==> src/rtl/cpu_pkg.sv <==
// Shared core definitions for the instruction fetch path.
//   XLEN / ILEN : address and instruction widths
//   PC_STEP     : sequential fetch increment (one 32-bit word)
//   fetch_state_e : fetch controller states
//   align_pc()  : clears the byte-offset bits of an address
package cpu_pkg;

    localparam int XLEN = 32;
    localparam int ILEN = 32;
    localparam logic [XLEN-1:0] PC_STEP = 32'd4;

    typedef enum logic {
        FETCH = 1'b0,
        DRAIN = 1'b1
    } fetch_state_e;

    function automatic logic [XLEN-1:0] align_pc(input logic [XLEN-1:0] pc);
        return pc & ~(XLEN'(3));
    endfunction

endpackage

==> src/rtl/fetch_fifo.sv <==
// In-order instruction queue holding {pc, instruction} pairs.
//   clk, rst      : clock, asynchronous active-high reset
//   push, wdata   : enqueue one entry
//   pop           : dequeue the head entry (caller only pops when count != 0)
//   flush         : empty the queue; dominates push and pop
//   count         : number of valid entries
//   head          : oldest entry (storage resets to zero so head reads 0 after reset)
module fetch_fifo
    import cpu_pkg::*;
#(
    parameter int DEPTH = 2,
    parameter int WIDTH = XLEN + ILEN,
    localparam int CW = $clog2(DEPTH + 1)
) (
    input  logic             clk,
    input  logic             rst,
    input  logic             push,
    input  logic             pop,
    input  logic             flush,
    input  logic [WIDTH-1:0] wdata,
    output logic [CW-1:0]    count,
    output logic [WIDTH-1:0] head
);

    localparam int PW = (DEPTH > 1) ? $clog2(DEPTH) : 1;

    logic [WIDTH-1:0] mem [DEPTH];
    logic [PW-1:0]    rd_ptr;
    logic [PW-1:0]    wr_ptr;

    function automatic logic [PW-1:0] bump(input logic [PW-1:0] p);
        return (p == PW'(DEPTH - 1)) ? '0 : p + 1'b1;
    endfunction

    always_ff @(posedge clk or posedge rst) begin
        if (rst) begin
            for (int i = 0; i < DEPTH; i++) begin
                mem[i] <= '0;
            end
            rd_ptr <= '0;
            wr_ptr <= '0;
            count  <= '0;
        end else if (flush) begin
            rd_ptr <= '0;
            wr_ptr <= '0;
            count  <= '0;
        end else begin
            if (push) begin
                mem[wr_ptr] <= wdata;
                wr_ptr      <= bump(wr_ptr);
            end
            if (pop) begin
                rd_ptr <= bump(rd_ptr);
            end
            count <= count + CW'(push) - CW'(pop);
        end
    end

    assign head = mem[rd_ptr];

endmodule

==> src/rtl/ifetch_unit.sv <==
// Instruction fetch unit: issues sequential word-aligned fetches to the
// instruction memory, queues returned words with their PCs and presents
// them to decode. A redirect flushes the queue and marks every accepted,
// unreturned request as stale so its response is dropped.
//   clk, rst                         : clock, asynchronous active-high reset
//   mem_req, mem_addr, mem_ready     : request handshake to instruction memory
//   mem_rvalid, mem_rdata            : in-order responses (latency >= 1)
//   redirect_valid, redirect_pc      : restart fetch at a new address
//   inst_valid, inst_ready           : decode handshake
//   inst_data, inst_pc               : head instruction and its PC
//
//   state | meaning
//   ------+-------------------------------------------------------------
//   FETCH | no stale responses outstanding; live responses are queued
//   DRAIN | discard_cnt stale responses still due; they are dropped
module ifetch_unit
    import cpu_pkg::*;
#(
    parameter logic [XLEN-1:0] RESET_PC = 32'h0000_0000,
    parameter int              DEPTH    = 2
) (
    input  logic            clk,
    input  logic            rst,
    output logic            mem_req,
    output logic [XLEN-1:0] mem_addr,
    input  logic            mem_ready,
    input  logic            mem_rvalid,
    input  logic [ILEN-1:0] mem_rdata,
    input  logic            redirect_valid,
    input  logic [XLEN-1:0] redirect_pc,
    output logic            inst_valid,
    input  logic            inst_ready,
    output logic [ILEN-1:0] inst_data,
    output logic [XLEN-1:0] inst_pc
);

    localparam int CW = $clog2(DEPTH + 1);

    fetch_state_e          state;
    logic [XLEN-1:0]       fetch_pc;
    logic [XLEN-1:0]       resp_pc;
    logic [CW-1:0]         total_out;
    logic [CW-1:0]         discard_cnt;
    logic [CW-1:0]         count;
    logic [CW-1:0]         total_next;
    logic [CW:0]           credit_use;
    logic [XLEN+ILEN-1:0]  head;
    logic                  hs;
    logic                  rsp;
    logic                  pop;
    logic                  push;

    assign pop = inst_valid & inst_ready;

    // Every accepted request reserves a queue slot until it is consumed, so a
    // live response always finds room. The entry leaving this cycle already
    // frees its slot, which is what allows one fetch per cycle at DEPTH = 2.
    assign credit_use = {1'b0, total_out} + {1'b0, count} - {{CW{1'b0}}, pop};
    assign mem_req    = !rst && (credit_use < (CW + 1)'(DEPTH));
    assign mem_addr   = fetch_pc;
    assign hs         = mem_req & mem_ready;

    // A response with nothing outstanding cannot be legal; ignore it.
    assign rsp        = mem_rvalid && (total_out != '0);
    assign total_next = total_out + CW'(hs) - CW'(rsp);
    assign push       = rsp && (state == FETCH) && !redirect_valid;

    always_ff @(posedge clk or posedge rst) begin
        if (rst) begin
            state       <= FETCH;
            fetch_pc    <= RESET_PC;
            resp_pc     <= RESET_PC;
            total_out   <= '0;
            discard_cnt <= '0;
        end else begin
            total_out <= total_next;
            if (redirect_valid) begin
                // Everything still outstanding after this cycle is stale,
                // including a request accepted right now.
                fetch_pc    <= align_pc(redirect_pc);
                resp_pc     <= align_pc(redirect_pc);
                discard_cnt <= total_next;
                state       <= (total_next != '0) ? DRAIN : FETCH;
            end else begin
                if (hs) begin
                    fetch_pc <= fetch_pc + PC_STEP;
                end
                if (rsp) begin
                    if (state == DRAIN) begin
                        discard_cnt <= discard_cnt - 1'b1;
                        if (discard_cnt == CW'(1)) begin
                            state <= FETCH;
                        end
                    end else begin
                        resp_pc <= resp_pc + PC_STEP;
                    end
                end
            end
        end
    end

    fetch_fifo #(
        .DEPTH (DEPTH),
        .WIDTH (XLEN + ILEN)
    ) u_fifo (
        .clk   (clk),
        .rst   (rst),
        .push  (push),
        .pop   (pop),
        .flush (redirect_valid),
        .wdata ({resp_pc, mem_rdata}),
        .count (count),
        .head  (head)
    );

    assign inst_valid = (count != '0);
    assign inst_pc    = head[XLEN+ILEN-1:ILEN];
    assign inst_data  = head[ILEN-1:0];

endmodule

==> config.mk <==
export PLATFORM = sky130hd
export DESIGN_NAME = ifetch_unit
export DESIGN_NICKNAME = d
export VERILOG_FILES = /design/src/rtl/cpu_pkg.sv /design/src/rtl/fetch_fifo.sv /design/src/rtl/ifetch_unit.sv
export SDC_FILE = /design/constraint.sdc
export NUM_CORES = 1
export LEC_CHECK = 0
export ABC_CLOCK_PERIOD_IN_PS = 5650
export CORE_MARGIN = 5
export CORE_UTILIZATION = 30
export CTS_CLUSTER_SIZE = 28
export DETAILED_ROUTE_END_ITERATION = 12
export DONT_BUFFER_PORTS = 1
export SLEW_MARGIN = 0
export SYNTH_ARGS = -nofsm -noshare
export SYNTH_HDL_FRONTEND = slang
export SYNTH_HIERARCHICAL = 1
export SYNTH_SLANG_ARGS = --single-unit
==> constraint.sdc <==
create_clock -name clk -period 5.65 [get_ports clk]
set_input_delay 0.565 -clock clk [delete_from_list [all_inputs] [get_ports clk]]
set_output_delay 0.565 -clock clk [all_outputs]
set_load 0.01 [all_outputs]
==> results.txt, run 1 <==
----------------------------------------------------
[Placement]
  Total half-perimeter wirelength after legalization and detailed placement ... approximately 17 mm
  Final weighted congestion in routability-driven placement ... ~0.77
  IO Port Bufs ... 0
  Cell Count Post-Placement ... ~1,200

[Critical path]
  Critical Path RT ... ~6 ns
  Critical path start-end classification ... flop to flop
  Cell family contributing the most delay on the critical path ... simple AND/OR/NAND/NOR gates
  Peak per-stage delay on the critical path ... slightly above 0.9 ns
  Slowest cell on crit path ... sky130_fd_sc_hd__or4_1
  Setup slack, reg-to-reg ... ~1.9 ns
  Number of stages on the worst setup path ... 10
  Most prevalent standard cell on the critical path ... sky130_fd_sc_hd__or4_1
  CP Launch Type ... flop
  Worst path buffer plus inverter count ... 1
  Crit path max fanout ... 19
  Critical path, cell by cell ... inv_1 > nand2_1 > and2_1 > ha_1 > nand2b_1 > fa_1 > xnor2_1 > or4_1 > or4_1 > a31oi_1
  Worst setup EP type ... flop
  Path depth of the worst reg2reg path ... 10
  Arrival time at the worst endpoint ... between 4 and 5 ns

[Detailed routing]
  Vias ... around 6,300
  DRC violations left ... 0
  Number of DRC markers after the initial detailed-route iteration ... roughly 230
  Number of nets with antenna violations after routing ... 0
  Avg WL per Cell ... 19.61 um
  Number of optimization iterations in the first detailed-route pass ... 4
  Wire length after detailed routing ... approximately 24 mm
  Via/cell ratio ... about 5.1

[Clock network]
  Post-CTS setup buffer count ... 0
  Clock tree from TritonCTS ... yes
  Clock tree root driver cell ... sky130_fd_sc_hd__clkbuf_16
  Number of resized instances in the post-cts repair step ... 0
  Hold-fix buffer count after cts ... 0
  Number of CTS-inserted buffers ... 17
  Later-pin clock latency in the skew report ... ~0.44 ns
  Maximum level of the CTS H-tree ... 4
  # clock sinks ... 197
  Clock transition at the registers of the reported paths ... 0.08 ns
  Number of buffers between clock root and the deepest sink ... 2

[Yosys]
  Distinct cell type count of the synthesized netlist ... 55
  Instance count of the mapped netlist ... ~800
  Proportion of register bits with asynchronous set or reset after synthesis ... 100.0%
  Post-synthesis compound-gate area fraction ... under 10%
  Share of synthesized area spent on multiplexers ... 25.56%
  Synth Flop Type ... sky130_fd_sc_hd__dfrtp_1
  Post-synthesis cell type with the largest combined area ... sky130_fd_sc_hd__dfrtp_1
  Largest family of logic cells by synthesized area ... multiplexers
  Sequential share of the synthesized area ... approximately 48%
  Cell area after technology mapping ... 0.01022 mm2
  Number of warnings reported in the yosys synthesis log ... 6
  Adder-cell share of the synthesized area ... under 10%
  Mapped Avg Cell Area ... 12.71 um2
  Cells taking the most area after synthesis ... sky130_fd_sc_hd__dfrtp_1 (48%), sky130_fd_sc_hd__mux2_2 (15%), sky130_fd_sc_hd__mux2_4 (10%)
  Area fraction of the dominant cell type after synthesis ... 48.23%
  Synthesized-area fraction occupied by xor and xnor cells ... roughly 2.3%
  Number of synthesized register bits ... a little under 200
  Number of enable-type register cells in the synthesized netlist ... 0
  Post-Synth Simple-Gate Area ... 11.49%

[STA]
  Clock Skew ... between 0.01 and 0.015 ns
  Relative slew slack ... around 17%
  RSZ-0062 raised after global routing ... false
  Fin crit period ... 3.750 ns
  Final sum of negative setup slack ... 0 ns
  Final period utilization ... between 60% and 70%
  Count of final hold-check violations ... 0
  Final Max Tran Viols ... 0
  Transition time at the pin with the least slew margin ... between 1 and 1.5 ns
  Maximum frequency from static timing analysis ... roughly 270 MHz
  Number of setup violations in the final report ... 0

[Outcome]
  Run status ... finished clean

[Layout]
  Most common cell after layout, fill and taps aside ... sky130_fd_sc_hd__dfrtp_1
  Post-layout nets ... ~870
  Number of antenna diodes ... 0
  Layout cell share with drive strength beyond 1 ... 32.33%
  Highest-count cells in the layout ignoring fill and taps ... sky130_fd_sc_hd__dfrtp_1 (196), sky130_fd_sc_hd__mux2_2 (136), sky130_fd_sc_hd__mux2_4 (70), sky130_fd_sc_hd__nor2_1 (34), sky130_fd_sc_hd__a31oi_1 (26)
  Cell Count, Final, Fillers Out ... between 1,000 and 1,500
  Fill cell total of the finished layout ... roughly 3,300
  Layout overhead on the synthesized area ... 7.639%

[Power]
  Cell internal power dissipation ... between 3000 and 4000 uW
  IR Drop Worst-Case VDD ... 227.3 uV
  Clk pwr share ... between 20% and 30%
  Leakage ... between 0.004 and 0.005 uW
  Net Sw Frac ... between 30 and 40%
  Total net switching power ... about 1600 uW
  Combinational Power Share ... 30.6%
  Proportion of power drawn by flip-flops and latches ... 44.5%
  Power density cells ... around 420 mW/mm2

[Floorplan]
  I/O pins ... ~170
  Core Box Area ... about 0.034 mm2
  Effective utilization at floorplan ... 30.41%
  X dimension of the die ... ~190 um
  Y dimension of the die ... around 190 um
  Number of core rows ... 67
  Die footprint ... between 0.03 and 0.04 mm2

[Min path]
  Path type of the worst min-delay path ... primary input to asynchronous set/reset pin

[Global routing]
  GRT Total Usage ... 12.84%
  Pin count of the biggest net entering global routing ... 68
  Wire length of the first global-routing pass ... a little under 40 mm
  Antenna violations before repair ... 0
  Vias in the first global route ... a little over 6,000
  Remaining global-route overflow ... 0

[Run]
  Max-cap check violation count ... 0

----------------------------------------------------
-- flip-flops by register name, indices dropped and copies added (netlist names) --
register and cells:
u_fifo/wr_ptr 1, u_fifo/rd_ptr 1, u_fifo/mem 128, state 1, total_out 2, u_fifo/count 2
resp_pc 30, discard_cnt 2, mem_addr 30
-- kinds of logic (layout without fill, tap and decap cells) --
group | Yosys count | in the layout
other cells | 1 | 6
mux | 209 | 209
fa+ha+maj | 10 | 10
flops | 197 | 197
xor+xnor | 25 | 25
buf+inv | 66 | 55
compound gates | 92 | 92
simple gates | 204 | 204
-- power groups by stage --
stage	Clock [uW]	Sequential, uW	Combinational (uW)
2_1_floorplan	0	1990	1230
3_3_place_gp	0	2090	1440
3_5_place_dp	0	2110	1460
4_1_cts	1210	2080	1470
5_1_grt	1260	2130	1570
6_report	1160	2080	1420
-- cell usage after synthesis (11+ instances only) --
cell and n:
sky130_fd_sc_hd__a31oi_1 26, sky130_fd_sc_hd__buf_12 12, sky130_fd_sc_hd__clkbuf_1 23, sky130_fd_sc_hd__dfrtp_1 197
sky130_fd_sc_hd__inv_1 17, sky130_fd_sc_hd__mux2_2 136, sky130_fd_sc_hd__mux2_4 70, sky130_fd_sc_hd__nand2_1 24
sky130_fd_sc_hd__nand3_1 16, sky130_fd_sc_hd__nand4_1 16, sky130_fd_sc_hd__nor2_1 34, sky130_fd_sc_hd__nor3_1 16
sky130_fd_sc_hd__nor4_1 17, sky130_fd_sc_hd__o21ai_0 11, sky130_fd_sc_hd__o31ai_1 19, sky130_fd_sc_hd__or4_1 20
sky130_fd_sc_hd__xnor2_1 12, sky130_fd_sc_hd__xor2_1 12
-- area by class of cell --
| class | instances | area [um2] | share of cell area, % |
|---|---|---|---|
| flip-flops and latches | 197 | 4931 | 44.82 |
| inverters | 17 | 68.82 | 0.6255 |
| well taps | 448 | 560.5 | 5.095 |
| clock inverters | 14 | 115.1 | 1.046 |
| multi-input cells | 546 | 4830 | 43.90 |
| repair buffers | 6 | 57.56 | 0.5231 |
| clock buffers | 18 | 439.2 | 3.992 |
-- final timing paths --
check,start,to
min,rst,u_fifo/count[0]
max,u_fifo/count[0],mem_addr[21]
max in group asynchronous,rst,u_fifo/mem[24]
max reg2reg,u_fifo/count[0],mem_addr[21]
min in group clk,redirect_valid,u_fifo/count[1]
min reg2reg,u_fifo/mem[88],u_fifo/mem[88]
-- layer usage --
layer	track usage, %	wire length, um
met1	18.73	11880
met2	18.42	10600
met3	3.999	1704
met4	3.438	255
met5	0	0
-- per-stage QoR --
stage | total power (uW) | setup slack, ns | hold slack, ns | utilization [%] | instance area (um2)
after global routing | 4968 | 1.591 | 0.07725 | 32.73 | 11000
after CTS | 4759 | 1.863 | 0.05026 | 32.73 | 11000
final | 4661 | 1.900 | 0.03270 | 32.73 | 11000
after global placement | 3531 | 1.929 | 0.4816 | 31.08 | 10450
after floorplan | 3223 | 1.559 | 0.4736 | - | 10240
after detailed placement | 3562 | 1.891 | 0.4883 | 31.08 | 10450
No activity file was read; power rests on OpenSTA's default activity.
==> run 2, diff against run 1 <==
ABC_CLOCK_PERIOD_IN_PS = 3600   (was 5650)
clock period = 3.6 ns   (was 5.65 ns; I/O delays follow)
==> results.txt, run 2 (synthesis results as in run 1) <==
----------------------------------------------------
[Placement]
  Total half-perimeter wirelength after legalization and detailed placement ... 17.28 mm (was 16.88 mm)
  IO Port Bufs ... 0 (unchanged)
  Final weighted congestion in routability-driven placement ... 0.8272 (was 0.7696)
  Total placed instance area ... 0.01058 mm2 (was 0.01045 mm2)
  Setup slack after placement ... 0.2460 ns (was 1.891 ns)

[Power]
  IR Drop Worst-Case VDD ... 368.6 uV (was 227.3 uV)
  Total power ... 7442 uW (was 4661 uW)
  Leakage ... 0.004857 uW (was 0.004781 uW)
  Power density cells ... 666.7 mW/mm2 (was 423.6 mW/mm2)

[STA]
  Relative slew slack ... 35.18% (was 16.72%)
  Final Max Tran Viols ... 0 (unchanged)
  Count of final hold-check violations ... 3 (was 0)
  Final Worst Setup Slack ... 0.2445 ns (was 1.900 ns)
  Final period utilization ... 93.21% (was 66.37%)
  Clock Skew ... 0.01408 ns (was 0.01362 ns)
  Fin crit period ... 3.355 ns (was 3.750 ns)
  Maximum frequency from static timing analysis ... 298.0 MHz (was 266.7 MHz)
  Min Hold Slack ... -0.01850 ns (was 0.03270 ns)
  Number of setup violations in the final report ... 0 (unchanged)
  RSZ-0062 raised after global routing ... false (unchanged)
  Transition time at the pin with the least slew margin ... 0.9724 ns (was 1.238 ns)
  Final sum of negative setup slack ... 0 ns (unchanged)

[Layout]
  Post-layout nets ... 876 (was 865)
  Number of antenna diodes ... 0 (unchanged)
  Most common cell after layout, fill and taps aside ... sky130_fd_sc_hd__dfrtp_1 (unchanged)
  Number of flip-flops under the largest register name ... 128 (unchanged)
  Fill cell total of the finished layout ... 3,302 (was 3,344)
  Layout overhead on the synthesized area ... 9.206% (was 7.639%)
  Highest-count cells in the layout ignoring fill and taps ... sky130_fd_sc_hd__dfrtp_1 (196), sky130_fd_sc_hd__mux2_2 (136), sky130_fd_sc_hd__mux2_4 (70), sky130_fd_sc_hd__nor2_1 (34), sky130_fd_sc_hd__a31oi_1 (26) (unchanged)
  Total non-filler cell area in the finished layout ... 0.01116 mm2 (was 0.01100 mm2)
  Seq. cell area ... 0.004931 mm2 (unchanged)
  Combined area of the multi-input logic cells ... 0.004830 mm2 (unchanged)
  Layout cell share with drive strength beyond 1 ... 33.04% (was 32.33%)
  Biggest register ... u_fifo/mem (unchanged)

[Global routing]
  Busiest metal layer after global routing ... met2 (was met1)
  Antenna violations before repair ... 0 (unchanged)
  Wire length of the first global-routing pass ... 39.68 mm (was 38.42 mm)
  Met2 Usage GRT ... 19.71% (was 18.42%)
  GRT Total Usage ... 13.25% (was 12.84%)
  Remaining global-route overflow ... 0 (unchanged)
  Met3 Usage GRT ... 4.692% (was 3.999%)
  Pin count of the biggest net entering global routing ... 133 (was 68)
  Vias in the first global route ... 6,492 (was 6,108)
  Met1 capacity usage during global routing ... 18.75% (was 18.73%)

[Detailed routing]
  Number of DRC markers after the initial detailed-route iteration ... 264 (was 225)
  Avg WL per Cell ... 19.97 um (was 19.61 um)
  Number of optimization iterations in the first detailed-route pass ... 6 (was 4)
  Vias ... 6,367 (was 6,328)
  Via/cell ratio ... 5.069 (was 5.079)
  DRC violations left ... 0 (unchanged)
  Wire length after detailed routing ... 25.08 mm (was 24.43 mm)
  Number of nets with antenna violations after routing ... 0 (unchanged)

[Floorplan]
  Effective utilization at floorplan ... 30.41% (unchanged)
  X dimension of the die ... 194.6 um (unchanged)
  I/O pins ... 168 (unchanged)
  Y dimension of the die ... 194.6 um (unchanged)
  Core Box Area ... 0.03362 mm2 (unchanged)
  Number of core rows ... 67 (unchanged)
  Die footprint ... 0.03786 mm2 (unchanged)

[Critical path]
  Worst setup EP type ... flop (unchanged)
  Critical path, cell by cell ... inv_1 > nand2_1 > and2_1 > ha_1 > nand2b_1 > fa_1 > nand3b_4 > or4_1 > buf_4 > or4_1 > a31oi_1 (was inv_1 > nand2_1 > and2_1 > ha_1 > nand2b_1 > fa_1 > xnor2_1 > or4_1 > or4_1 > a31oi_1)
  Most prevalent standard cell on the critical path ... sky130_fd_sc_hd__or4_1 (unchanged)
  Crit path max fanout ... 19 (unchanged)
  Slowest cell on crit path ... sky130_fd_sc_hd__fa_1 (was sky130_fd_sc_hd__or4_1)
  Critical path start-end classification ... flop to flop (unchanged)
  Arrival time at the worst endpoint ... 3.72 ns (was 4.10 ns)
  Peak per-stage delay on the critical path ... 0.58 ns (was 0.91 ns)
  Critical Path RT ... 3.97 ns (was 6.00 ns)
  Setup slack, reg-to-reg ... 0.24 ns (was 1.90 ns)
  Worst path buffer plus inverter count ... 2 (was 1)
  Cell family contributing the most delay on the critical path ... simple AND/OR/NAND/NOR gates (unchanged)
  CP Launch Type ... flop (unchanged)

[Outcome]
  Failing checks ... negative hold slack
  Run status ... finished, violations left (was finished clean)

[Min path]
  Path type of the worst min-delay path ... primary input to asynchronous set/reset pin (unchanged)

[Clock network]
  Clock tree from TritonCTS ... yes (unchanged)
  Clock tree root driver cell ... sky130_fd_sc_hd__clkbuf_16 (unchanged)
  Later-pin clock latency in the skew report ... 0.45 ns (was 0.44 ns)
  Number of resized instances in the post-cts repair step ... 0 (unchanged)
  Number of CTS-inserted buffers ... 17 (unchanged)
  # clock sinks ... 197 (unchanged)
  Maximum level of the CTS H-tree ... 4 (unchanged)
  Number of buffers between clock root and the deepest sink ... 2 (unchanged)
  Clock transition at the registers of the reported paths ... 0.08 ns (about the same)

[Run]
  Max-cap check violation count ... 0 (unchanged)

----------------------------------------------------
==> run 2: stage by stage <==
stage | utilization [%] | instances | hold WS (ns)
6_report | 33.20 | 1256 | -0.01850
5_1_grt | 33.20 | 1256 | 0.01463
4_1_cts | 33.20 | 1256 | 0.001140
3_5_place_dp | 31.48 | 1224 | 0.4452
3_3_place_gp | 31.48 | 1224 | 0.4418
2_1_floorplan | - | 809 | 0.4264
==> run 2: layout make-up <==
| class | instances | area share (%) |
|---|---|---|
| Sequential cell | 197 | 44.18 |
| Multi-Input combinational cell | 546 | 43.27 |
| Tap cell | 448 | 5.022 |
| Clock buffer | 17 | 3.811 |
| Timing Repair Buffer | 17 | 1.838 |
| Clock inverter | 14 | 1.278 |
| Inverter | 17 | 0.6053 |
==> run 2: layer usage <==
| layer | vias to the layer above | part of all wire, % | routed length [um] |
|---|---|---|---|
| li1 | 2958 | - | - |
| met1 | 3229 | 48 | 11970 |
| met2 | 168 | 44 | 11080 |
| met3 | 12 | 7.3 | 1841 |
| met4 | 0 | 0.75 | 189 |
| met5 | - | 0 | 0 |
==> run 2: path summary, 6_finish.rpt <==
kind	from	endpoint	cells after the start
max in group asynchronous	rst	resp_pc[30]	2
min in group clk	redirect_valid	resp_pc[6]	1
max reg2reg	u_fifo/count[1]	mem_addr[27]	11
max	u_fifo/count[1]	mem_addr[27]	11
min reg2reg	u_fifo/mem[66]	u_fifo/mem[66]	1
min	rst	u_fifo/mem[37]	2
==> run 2: report_power, final <==
group | total, uW | switching, uW | leakage (uW) | internal, uW
registers | 3250 | 456 | 0.00249 | 2800
clock network | 1890 | 914 | 0.000280 | 974
logic | 2300 | 1140 | 0.00209 | 1160
total | 7440 | 2510 | 0.00486 | 4930
==> run 2: worst register-to-register path, delay by kind of cell (launching register included) <==
kind                       cells  cell delay (ns)
and+or+nand+nor                6             1.59
AOI/OAI and AO/OA              1             0.17
adders and majority gates      2             0.85
buffers and inverters          2             0.30
DFF                            1             0.38
==> run 2: timing repair <==
action / CTS / global route
endpoints found under the hold margin: 5 / 0
hold buffers: 1 / 0
buffers inserted: 0 / 0
==> run 3, diff against run 2 <==
CELL_PAD_IN_SITES_DETAIL_PLACEMENT = 0   (was default)
CELL_PAD_IN_SITES_GLOBAL_PLACEMENT = 1   (was default)
PLACE_DENSITY_LB_ADDON = 0.1   (was default)
==> results.txt, run 3 (synthesis results as in run 1) <==
----------------------------------------------------
[Outcome]
  Run status ... finished clean (was finished, violations left)

[Layout]
  Layout cell share with drive strength beyond 1 ... 33.29% (was 33.04%)
  Combined area of the multi-input logic cells ... 0.004833 mm2 (was 0.004830 mm2)
  Post-layout nets ... 878 (was 876)
  Layout overhead on the synthesized area ... 9.438% (was 9.206%)
  Seq. cell area ... 0.004931 mm2 (unchanged)
  Number of antenna diodes ... 0 (unchanged)
  Biggest register ... u_fifo/mem (unchanged)
  Final core area utilization ... 33.28% (was 33.20%)
  Number of flip-flops under the largest register name ... 128 (unchanged)
  Fill cell total of the finished layout ... 3,314 (was 3,302)
  Most common cell after layout, fill and taps aside ... sky130_fd_sc_hd__dfrtp_1 (unchanged)
  Highest-count cells in the layout ignoring fill and taps ... sky130_fd_sc_hd__dfrtp_1 (196), sky130_fd_sc_hd__mux2_2 (136), sky130_fd_sc_hd__mux2_4 (70), sky130_fd_sc_hd__nor2_1 (34), sky130_fd_sc_hd__a31oi_1 (26) (unchanged)

[STA]
  Maximum frequency from static timing analysis ... 303.1 MHz (was 298.0 MHz)
  Count of final hold-check violations ... 0 (was 3)
  RSZ-0062 raised after global routing ... false (unchanged)
  Relative slew slack ... 31.70% (was 35.18%)
  Final sum of negative setup slack ... 0 ns (unchanged)
  Number of setup violations in the final report ... 0 (unchanged)
  Final Max Tran Viols ... 0 (unchanged)
  Min Hold Slack ... 0.04437 ns (was -0.01850 ns)
  Clock Skew ... 0.01297 ns (was 0.01408 ns)
  Transition time at the pin with the least slew margin ... 1.023 ns (was 0.9724 ns)
  Final period utilization ... 91.65% (was 93.21%)
  Fin crit period ... 3.299 ns (was 3.355 ns)

[Floorplan]
  Die footprint ... 0.03786 mm2 (unchanged)
  X dimension of the die ... 194.6 um (unchanged)
  Effective utilization at floorplan ... 30.41% (unchanged)
  Number of core rows ... 67 (unchanged)
  Y dimension of the die ... 194.6 um (unchanged)
  Core Box Area ... 0.03362 mm2 (unchanged)
  I/O pins ... 168 (unchanged)

[Clock network]
  Post-CTS setup buffer count ... 0 (unchanged)
  Number of buffers between clock root and the deepest sink ... 2 (unchanged)
  Clock tree root driver cell ... sky130_fd_sc_hd__clkbuf_16 (unchanged)
  Clock transition at the registers of the reported paths ... 0.07 ns (was 0.08 ns)
  # clock sinks ... 197 (unchanged)
  Number of CTS-inserted buffers ... 17 (unchanged)
  Maximum level of the CTS H-tree ... 4 (unchanged)
  Clock tree from TritonCTS ... yes (unchanged)
  Later-pin clock latency in the skew report ... 0.44 ns (was 0.45 ns)

[Power]
  Net Sw Frac ... 33.67% (was 33.72%)
  Cell internal power dissipation ... 5007 uW (was 4933 uW)
  Leakage ... 0.004854 uW (was 0.004857 uW)
  IR Drop Worst-Case VDD ... 345.0 uV (was 368.6 uV)
  Power density cells ... 674.8 mW/mm2 (was 666.7 mW/mm2)
  Proportion of power drawn by flip-flops and latches ... 43.2% (was 43.7%)
  Combinational Power Share ... 30.8% (was 30.9%)
  Total net switching power ... 2542 uW (was 2509 uW)
  Clk pwr share ... 26.0% (was 25.4%)

[Critical path]
  Critical path, cell by cell ... inv_1 > nand2_1 > and2_1 > ha_1 > nand2b_1 > fa_1 > nand3b_4 > or4_4 > buf_4 > or3_1 > a31oi_1 (was inv_1 > nand2_1 > and2_1 > ha_1 > nand2b_1 > fa_1 > nand3b_4 > or4_1 > buf_4 > or4_1 > a31oi_1)
  Arrival time at the worst endpoint ... 3.66 ns (was 3.72 ns)
  Crit path max fanout ... 13 (was 19)
  Peak per-stage delay on the critical path ... 0.63 ns (was 0.58 ns)
  CP Launch Type ... flop (unchanged)
  Worst setup EP type ... flop (unchanged)
  Critical path start-end classification ... flop to flop (unchanged)
  Slowest cell on crit path ... sky130_fd_sc_hd__or4_4 (was sky130_fd_sc_hd__fa_1)
  Critical Path RT ... 3.96 ns (was 3.97 ns)

[Detailed routing]
  Number of nets with antenna violations after routing ... 0 (unchanged)
  Avg WL per Cell ... 21.52 um (was 19.97 um)
  Number of optimization iterations in the first detailed-route pass ... 4 (was 6)
  Vias ... 6,494 (was 6,367)
  Wire length after detailed routing ... 27.10 mm (was 25.08 mm)
  DRC violations left ... 0 (unchanged)
  Number of DRC markers after the initial detailed-route iteration ... 289 (was 264)
  Via/cell ratio ... 5.158 (was 5.069)

[Global routing]
  GRT Total Usage ... 14.12% (was 13.25%)
  Vias in the first global route ... 6,826 (was 6,492)
  Antenna violations before repair ... 0 (unchanged)
  Remaining global-route overflow ... 0 (unchanged)
  Wire length of the first global-routing pass ... 42.10 mm (was 39.68 mm)
  Pin count of the biggest net entering global routing ... 129 (was 133)

[Placement]
  IO Port Bufs ... 0 (unchanged)
  Final weighted congestion in routability-driven placement ... 0.7746 (was 0.8272)
  Total half-perimeter wirelength after legalization and detailed placement ... 18.72 mm (was 17.28 mm)

[Min path]
  Path type of the worst min-delay path ... primary input to flop (was primary input to asynchronous set/reset pin)

[Run]
  Max-cap check violation count ... 0 (unchanged)

----------------------------------------------------
[run 3: cell types whose count changed in the layout (fill, tap and decap cells not counted), sizes merged]
cell | previous run | this run
bufinv | 1 | 2
dlygate4sd3 | 1 | 2
clkinvlp | 2 | 5
inv | 23 | 21
buf | 16 | 17
clkinv | 5 | 4
[run 3: timing repair]
item | 4_1_cts | 5_1_grt
hold buffers | 2 | 0
resized for setup | 0 | 1
endpoints found under the hold margin | 9 | 0
endpoints found under the setup margin | 0 | 5
[run 3: layer usage]
layer / up-vias / track usage (%) / share of wire (%)
met1: 3349 / 19.19 / 47
met2: 159 / 21.96 / 45
li1: 2969 / - / -
met4: 0 / 3.698 / 1.3
met5: - / 0 / 0
met3: 17 / 4.415 / 5.9
[run 3: critical path: cells and delay by family, from the launching register on]
family | cells | cell delay, ns
compound gates | 1 | 0.17
fa+ha+maj | 2 | 0.86
buf+inv | 2 | 0.28
flops | 1 | 0.38
simple gates | 6 | 1.54
[run 3: path summary, 6_finish.rpt]
| check | from | endpoint | slack (ns) | cells after the start |
|---|---|---|---|---|
| worst min-delay path | redirect_valid | discard_cnt[0] | 0.04 | 1 |
| min in group asynchronous | rst | mem_addr[2] | 0.10 | 2 |
| worst min register to register | u_fifo/mem[112] | u_fifo/mem[112] | 0.50 | 1 |
| worst max-delay path | u_fifo/count[1] | mem_addr[13] | 0.30 | 11 |
| max in group asynchronous | rst | u_fifo/mem[29] | 2.37 | 3 |
| worst max register to register | u_fifo/count[1] | mem_addr[13] | 0.30 | 11 |
[run 3: final cells by class]
cell class | count | share of cell area [%]
tap | 448 | 5.011
clock inverter | 15 | 1.521
multi-input combinational | 546 | 43.21
sequential | 197 | 44.08
inverter | 17 | 0.6040
timing repair buffer | 19 | 1.767
clock buffer | 17 | 3.803
[run 3: power by group through the flow]
stage               registers [uW]  logic (uW)  clock network, uW
finish                        3260        2320               1960
detailed placement            3310        2350                  0
floorplan                     3130        1930                  0
global placement              3270        2310                  0
global route                  3350        2530               2120
CTS                           3270        2380               2070
[run 3: per-stage QoR]
step / power (uW) / instances / worst slack (ns) / area (um2)
final: 7548 / 1259 / 0.3008 / 11190
after global routing: 8003 / 1259 / 0.08611 / 11190
after CTS: 7715 / 1259 / 0.09854 / 11180
after detailed placement: 5661 / 1225 / 0.1245 / 10570
after global placement: 5586 / 1225 / 0.1900 / 10570
after floorplan: 5059 / 809 / 0.4587 / 10240
